==> src/rtl/mnist_score_argmax.sv <==
// Per-class frame accumulator with a sequential ten-cycle argmax over the totals.
// Optional build macro SCORE_BIAS_EN adds the per-class bias B_k to each total before the compare.
module mnist_score_argmax #(
    parameter int DEBIT      = 22,
    parameter int NUM_BLOCKS = 784,
    parameter int ACC_W      = 33,
    parameter logic signed [ACC_W-1:0] B_0 = '0,
    parameter logic signed [ACC_W-1:0] B_1 = '0,
    parameter logic signed [ACC_W-1:0] B_2 = '0,
    parameter logic signed [ACC_W-1:0] B_3 = '0,
    parameter logic signed [ACC_W-1:0] B_4 = '0,
    parameter logic signed [ACC_W-1:0] B_5 = '0,
    parameter logic signed [ACC_W-1:0] B_6 = '0,
    parameter logic signed [ACC_W-1:0] B_7 = '0,
    parameter logic signed [ACC_W-1:0] B_8 = '0,
    parameter logic signed [ACC_W-1:0] B_9 = '0
) (
    input  logic                    clk,
    input  logic                    rst_n,
    input  logic                    frame_start,
    input  logic                    res_done,
    input  logic signed [DEBIT:0]   score_0,
    input  logic signed [DEBIT:0]   score_1,
    input  logic signed [DEBIT:0]   score_2,
    input  logic signed [DEBIT:0]   score_3,
    input  logic signed [DEBIT:0]   score_4,
    input  logic signed [DEBIT:0]   score_5,
    input  logic signed [DEBIT:0]   score_6,
    input  logic signed [DEBIT:0]   score_7,
    input  logic signed [DEBIT:0]   score_8,
    input  logic signed [DEBIT:0]   score_9,
    output logic [3:0]              digit,
    output logic signed [ACC_W-1:0] max_score,
    output logic                    digit_valid,
    output logic                    busy,
    output logic [9:0]              blk_cnt,
    output logic                    overrun
);

    typedef enum logic [1:0] {IDLE, ACCUM, ARGMAX, DONE} state_t;

`ifdef SCORE_BIAS_EN
    localparam bit BIAS_EN = 1'b1;
`else
    localparam bit BIAS_EN = 1'b0;
`endif

    localparam logic signed [ACC_W-1:0] BIAS [10] =
        '{B_0, B_1, B_2, B_3, B_4, B_5, B_6, B_7, B_8, B_9};

    state_t                  state_reg;
    logic signed [DEBIT:0]   score [10];
    logic signed [ACC_W-1:0] acc_reg [10];
    logic signed [ACC_W-1:0] best_reg;
    logic signed [ACC_W-1:0] cand;
    logic [3:0]              idx_reg;
    logic [3:0]              best_idx_reg;
    logic [3:0]              digit_reg;
    logic signed [ACC_W-1:0] max_score_reg;
    logic                    digit_valid_reg;
    logic                    busy_reg;
    logic [9:0]              blk_cnt_reg;
    logic                    overrun_reg;
    logic                    restart;

    assign score[0] = score_0;
    assign score[1] = score_1;
    assign score[2] = score_2;
    assign score[3] = score_3;
    assign score[4] = score_4;
    assign score[5] = score_5;
    assign score[6] = score_6;
    assign score[7] = score_7;
    assign score[8] = score_8;
    assign score[9] = score_9;

    // With the bias disabled the addend is a constant zero and the adder folds away.
    always_comb begin
        cand = acc_reg[idx_reg] + (BIAS_EN ? BIAS[idx_reg] : '0);
    end

    // A frame_start seen in DONE is deliberately ignored; it only counts if still high in IDLE.
    assign restart = frame_start && (state_reg != DONE);

    always_ff @(posedge clk or negedge rst_n) begin
        if (!rst_n) begin
            state_reg       <= IDLE;
            for (int k = 0; k < 10; k++) acc_reg[k] <= '0;
            best_reg        <= '0;
            idx_reg         <= '0;
            best_idx_reg    <= '0;
            digit_reg       <= '0;
            max_score_reg   <= '0;
            digit_valid_reg <= 1'b0;
            busy_reg        <= 1'b0;
            blk_cnt_reg     <= '0;
            overrun_reg     <= 1'b0;
        end else begin
            digit_valid_reg <= 1'b0;
            if (restart) begin
                for (int k = 0; k < 10; k++) acc_reg[k] <= '0;
                blk_cnt_reg <= '0;
                overrun_reg <= 1'b0;
                idx_reg     <= '0;
                state_reg   <= ACCUM;
                busy_reg    <= 1'b1;
            end else begin
                case (state_reg)
                    IDLE: begin
                        if (res_done) overrun_reg <= 1'b1;
                    end
                    ACCUM: begin
                        if (res_done) begin
                            for (int k = 0; k < 10; k++)
                                acc_reg[k] <= acc_reg[k] + ACC_W'(score[k]);
                            blk_cnt_reg <= blk_cnt_reg + 10'd1;
                            if (blk_cnt_reg == 10'(NUM_BLOCKS - 1)) begin
                                idx_reg   <= '0;
                                state_reg <= ARGMAX;
                            end
                        end
                    end
                    ARGMAX: begin
                        if (res_done) overrun_reg <= 1'b1;
                        // Strict greater-than keeps the lower index on a tie.
                        if (idx_reg == 4'd0 || cand > best_reg) begin
                            best_reg     <= cand;
                            best_idx_reg <= idx_reg;
                        end
                        if (idx_reg == 4'd9) begin
                            idx_reg   <= '0;
                            state_reg <= DONE;
                        end else begin
                            idx_reg <= idx_reg + 4'd1;
                        end
                    end
                    DONE: begin
                        if (res_done) overrun_reg <= 1'b1;
                        digit_reg       <= best_idx_reg;
                        max_score_reg   <= best_reg;
                        digit_valid_reg <= 1'b1;
                        busy_reg        <= 1'b0;
                        state_reg       <= IDLE;
                    end
                    default: state_reg <= IDLE;
                endcase
            end
        end
    end

    assign digit       = digit_reg;
    assign max_score   = max_score_reg;
    assign digit_valid = digit_valid_reg;
    assign busy        = busy_reg;
    assign blk_cnt     = blk_cnt_reg;
    assign overrun     = overrun_reg;

endmodule

==> config.mk <==
export PLATFORM = sky130hd
export DESIGN_NAME = mnist_score_argmax
export DESIGN_NICKNAME = d
export VERILOG_FILES = /design/src/rtl/mnist_score_argmax.sv
export SDC_FILE = /design/constraint.sdc
export NUM_CORES = 2
export LEC_CHECK = 0
export CORE_MARGIN = 2
export CORE_UTILIZATION = 46
export CTS_CLUSTER_SIZE = 25
export DETAILED_ROUTE_END_ITERATION = 10
export GPL_ROUTABILITY_DRIVEN = 1
export PLACE_DENSITY = 0.67
export SKIP_LAST_GASP = 1
export SLEW_MARGIN = 20
export SYNTH_ARGS = -nofsm -noshare
export SYNTH_HDL_FRONTEND = slang
export SYNTH_SLANG_ARGS = --single-unit
export TNS_END_PERCENT = 5
==> constraint.sdc <==
create_clock -name clk -period 14.37 [get_ports clk]
set_input_delay 3.5925 -clock clk [delete_from_list [all_inputs] [get_ports clk]]
set_output_delay 3.5925 -clock clk [all_outputs]
set_load 0.005 [all_outputs]
==> Yosys cells after proc, flatten, opt, wreduce, memory -nomap -nowiden <==
Cells that the tools add are included.
{ "op_classes": {"n_addsub": 12, "order_cmp": 2, "reduce_logical": 17, "eq_ne": 9, "n_mux": 26, "bitwise": 2} }
{ "op_table": {"columns": ["operator", "n"], "rows": [
  ["2-to-1 mux 330 bit", 3],
  ["adder 33 x 23 -> 33 bit", 10],
  ["binary-select mux 33 bit (select 4 bit)", 1],
  ["2-to-1 mux 33 bit", 2],
  ["> comparator 33 bit", 1],
  ["2-to-1 mux 10 bit", 3],
  ["2-to-1 mux 4 bit", 4],
  ["adder 10 x 1 -> 10 bit, second input constant", 1],
  ["== test 10 bit, second input constant", 1],
  ["!= test 3 bit, second input constant", 3],
  ["2-to-1 mux 2 bit", 4],
  ["one-hot mux 4 bit (2 select lines)", 1],
  ["nonzero test 2 bit", 4],
  ["2-to-1 mux 1 bit", 7],
  ["one-hot mux 2 bit (3 select lines)", 1],
  ["AND reduction 2 bit", 3],
  ["AND reduction 3 bit", 2],
  [">= comparator 5 bit, second input constant", 1],
  ["NOT 4 -> 5 bit", 1],
  ["adder 4 x 1 -> 4 bit, second input constant", 1],
  ["== test 2 bit, second input constant", 2],
  ["== test 4 bit, second input constant", 1],
  ["zero test 4 bit", 1],
  ["AND reduction 4 bit", 1],
  ["other kinds (9)", 9]
]} }
{ "word_totals": {"inputBits": 234, "ff_bits": 423, "wordCells": 88, "out_inout_bits": 50} }

==> Depth between registers and ports, before layout <==
{ "depth": {"word_depth": 7, "depth_mapped": 19, "mapped_depth_nobuf": 15} }

==> Worst setup path after synthesis <==
No wires, ideal clock.
{ "synth_timing": {"kind": "input to register", "start": "input port score_6[0]", "end": "register acc_reg[131] (netlist bit)", "required_time_ns": 14.249, "stages": 13, "setup_slack_ns": 8.162, "arrival_time_ns": 6.087, "n_path_buf": 0, "cell_sequence": "ha_1 -> inv_1 -> fa_1 -> nor2b_1 -> o31ai_2 -> a2111oi_2 -> o41ai_2 -> a41oi_2 -> a31o_2 -> mux2i_1 -> a2111oi_2 -> or3_1 -> o21ai_1"} }
{ "synth_between": {"elab_chain_len": 4} }
{ "synth_lines": {"columns": ["element", "line_no", "source"], "rows": [
  ["from (decl)", "28", "input logic signed [DEBIT:0] score_6,"],
  ["adder 33 x 23 -> 33 bit", "115", "acc_reg[k] <= acc_reg[k] + ACC_W'(score[k]);"],
  ["2-to-1 mux 330 bit", "113", "if (res_done) begin"],
  ["2-to-1 mux 330 bit", "108", "case (state_reg)"],
  ["2-to-1 mux 330 bit", "100", "if (restart) begin"],
  ["to (signal, indexed assignment)", "115", null],
  ["to (decl)", "53", "logic signed [ACC_W-1:0] acc_reg [10];"]
]} }
No other way between the ends. The select of a mux whose other input is x is not followed.
A chain may end at the register's enable or synchronous reset.

==> Worst setup path in the final report <==
{ "layout_timing": {"start": "input port score_1[0]", "end": "register acc_reg[295] (netlist bit)"} }
{ "layout_between": {"elab_chain_len": 4} }
{ "layout_lines": {"columns": ["element", "line_no", "source"], "rows": [
  ["from (decl)", "23", "input logic signed [DEBIT:0] score_1,"],
  ["adder 33 x 23 -> 33 bit", "115", null],
  ["2-to-1 mux 330 bit", "113", null],
  ["2-to-1 mux 330 bit", "108", null],
  ["2-to-1 mux 330 bit", "100", null]
]} }
No other way between the ends. The select of a mux whose other input is x is not followed.

==> flow_summary_export.csv <==
group,metric,value,unit
status,run_status,"finished clean",
clocking,cts_setup_buffers,0,
drt,drc_errors,0,
power,pwr-share-clk,16.4,%
setup_path,endpoint,"acc_reg[295]",
global_route,grt_max_degree,190,
power,seqPwrFrac,25.9,%
cells_and_area,area_growth,16.3,%
cells_and_area,num-fill-cells,6713,
floorplan,core_area,0.0741,mm^2
timing,tns,0,ps
clocking,clock_path_buffers,3,
floorplan,row_count,100,
logic_synthesis,synth_top_area_share,30.9,%
setup_path,critPathArrivalTime,7210,ps
power,irDropWorstVdd,0.000151,V
power,power.switching,3.89,mW
logic_synthesis,yosysUniqueCellTypes,79,
clocking,cts_tree,"built",
cells_and_area,multi_input_area,0.0226,mm^2
timing,worst_pin_slew,1050,ps
timing,slew_viol_final,0,
clocking,cts.clk_slew.worst_paths,60,ps
worst_hold_path,hp-start,"acc_reg[32]",
placement,place_area,0.0381,mm^2
global_route,antenna_found_initial,5,
timing,rsz0062_at_grt,"no",
setup_path,worstPathRequired,14900,ps
power,p_sw_share,45.6,%
setup_path,end_kind,"register",
global_route,overflow,0,
drt,dr.pass1.iters,7,
power,power.leakage,18.5,nW
setup_path,r2r_cells,16,
global_route,grt_pass1_vias,29100,
clocking,clk-insertion-delay-late,640,ps
placement,gp_congestion,0.976,
logic_synthesis,synthArstFlopShare,100,%
setup_path,critPathKind,"input pin to register",
clocking,cts_hold_buffers,0,
timing,min_period,6680,ps
logic_synthesis,ys_seq_area_share,30.9,%
logic_synthesis,synth_nets,4404,
worst_hold_path,hp-class,"register to register",
drt,wl,108000,um
cells_and_area,final_nets,4619,
floorplan,initial_core_util,46.3,%
setup_path,r2r_start,"idx_reg[0]",
power,power.internal,4.63,mW
clocking,cts_resized,0,
logic_synthesis,synth_edf_count,0,
setup_path,r2r-end,"best_reg[21]",
logic_synthesis,synth_area_per_cell,9.02,um^2
logic_synthesis,synth_ff_type,"dfrtp_1",
clocking,numCtsBuffers,52,
floorplan,fp.dieW,277,um
drt,ant_nets,0,
setup_path,startpoint,"score_1[0]",
power,comb_power_share,57.7,%
cells_and_area,regArea,0.0106,mm^2
power,powerDensity,214,mW/mm^2
drt,via_per_inst,6.02,
cells_and_area,largest_reg_flops,330,
logic_synthesis,yosysWarnings,0,
timing,timing.fmax,150,MHz
global_route,track_usage,27.8,%
floorplan,dieArea,0.0767,mm^2
logic_synthesis,ys_ff_latch,423,
flow_run,drv_cap,0,
logic_synthesis,syn-cell-area,0.0343,mm^2
logic_synthesis,synth_cells,3800,
timing,maxSlewHeadroom,29.8,%
setup_path,r2r_setup_slack,8090,ps
timing,finalCritPeriodShare,46.5,%
floorplan,ioPinCount,284,
global_route,grt_pass1_wl,169000,um
drt,dr_total_vias,30300,
logic_synthesis,synth.area.top_cells,"dfrtp_1 31%, ha_1 13%, o21ai_0 5.7%, nand2_1 5.0%, a21o_1 4.4%",
setup_path,path_max_fanout,4,
setup_path,cp-start-kind,"input pin",
timing,clock_skew,42.7,ps
floorplan,die_h,277,um
timing,setup_violations,0,
drt,dr.first_iter.drc_count,2619,
clocking,root_buffer,"clkbuf_16",
clocking,htreeDepth,2,
clocking,clock_sinks,423,
timing,hold_viol_final,0,
placement,portBuffers,283,
placement,hpwl,80300,um
drt,wl_per_cell,21.4,um
cells_and_area,drive_above_1_share,8.04,%
logic_synthesis,synth_top_area_cell,"dfrtp_1",
cells_and_area,stdcell_area,0.0399,mm^2
[power by group through the flow]
stage | combinational [mW] | sequential (mW) | clock, mW
2_1_floorplan | 3.68 | 1.95 | 0
3_3_place_gp | 4.79 | 2.19 | 0
3_5_place_dp | 4.85 | 2.20 | 0
4_1_cts | 4.88 | 2.19 | 1.42
5_1_grt | 5.47 | 2.26 | 1.47
6_report | 4.92 | 2.20 | 1.40
[cell usage after synthesis (all sizes together) (18+ instances only)]
library cell	count
o21a	34
and3	47
a21o	199
nand4	36
nor2	151
nor3	36
dfrtp	423
a31oi	44
o21bai	36
o41ai	28
buf	18
clkbuf	126
a211oi	22
xnor2	126
xor2	141
mux2	104
a22oi	36
o31ai	73
ha	360
nand2	455
o211ai	23
nor2b	53
nand3	79
a21oi	249
nand2b	49
or3	21
o21ai	397
inv	155
mux4	66
[critical path, stage by stage]
cell,delay (ps)
clkdlybuf4s50_1,500
ha_1,270
a211oi_1,350
o211ai_1,200
a31oi_1,470
o41ai_2,230
a41o_1,290
a22o_1,260
o41ai_2,460
o21ai_0,220
xnor2_1,170
o31ai_1,200
[cell type report]
type	instances	area share (%)
Clock inverter	27	0.797
Multi-Input combinational cell	3077	56.8
Timing Repair Buffer	305	7.63
Clock buffer	69	3.70
Inverter	156	1.47
Sequential cell	423	26.6
Tap cell	969	3.04
Antenna cell	3	0.0188
[how the worst min path moves through the flow]
stage	endpoint	slack [ps]	cells past startpoint
global placement	acc_reg[32]	470	1
floorplan	acc_reg[230]	440	1
detailed placement	acc_reg[32]	470	1
finish	acc_reg[32]	490	1
CTS	acc_reg[32]	490	1
global route	best_idx_reg[3]	510	1
[kinds of logic (layout without fill, tap and decap cells)]
| logic type | after synthesis | count (layout) | synth area share (%) |
|---|---|---|---|
| other | 0 | 3 | 0 |
| AND/OR/NAND/NOR | 986 | 986 | 13.3 |
| AO/OA/AOI/OAI | 1275 | 1275 | 23.9 |
| flip-flops | 423 | 423 | 30.9 |
| multiplexers | 179 | 179 | 8.02 |
| XOR/XNOR | 267 | 267 | 6.82 |
| buffers and inverters | 300 | 557 | 3.30 |
| adder cells (fa/ha/maj) | 370 | 370 | 13.7 |
[through the flow]
step	instances	power (mW)	setup WS (ps)	utilization, %	hold slack (ps)
2_1_floorplan	3800	5.62	8160	-	442
3_3_place_gp	4930	6.98	7160	51.4	470
3_5_place_dp	4930	7.06	7100	51.4	474
4_1_cts	5026	8.49	7770	53.8	487
5_1_grt	5028	9.19	7410	53.8	514
6_report	5029	8.52	7690	53.8	485
[routing by layer]
layer	vias up	GRT usage, %	share of wire (%)
met5	-	0	0.011
met3	165	2.63	5.7
met2	905	43.0	44
met4	2	11.0	4.3
li1	14500	-	-
met1	14700	40.1	46
[cell usage in the layout, fill, tap and decap left out, types with 13 or more instances in the layout]
cell             instances
nand2b_1                48
a21oi_1                248
o41ai_1                 24
a31oi_1                 44
nor3_1                  36
clkdlybuf4s50_1        282
o31ai_1                 72
nor2b_1                 51
and4_1                  13
o21a_1                  34
a211oi_1                22
nand4_1                 36
a21o_1                 199
mux4_2                  66
nand3_1                 79
clkinv_2                13
o21ai_0                387
xor2_1                 141
o21bai_1                36
buf_4                   19
ha_1                   359
nor2_1                 149
clkbuf_16               53
or3_1                   21
o211ai_1                23
xnor2_1                126
a22oi_1                 36
mux2_2                 104
dfrtp_1                421
and3_1                  47
inv_1                  155
nand2_1                454
No activity file was read; power rests on OpenSTA's default activity.
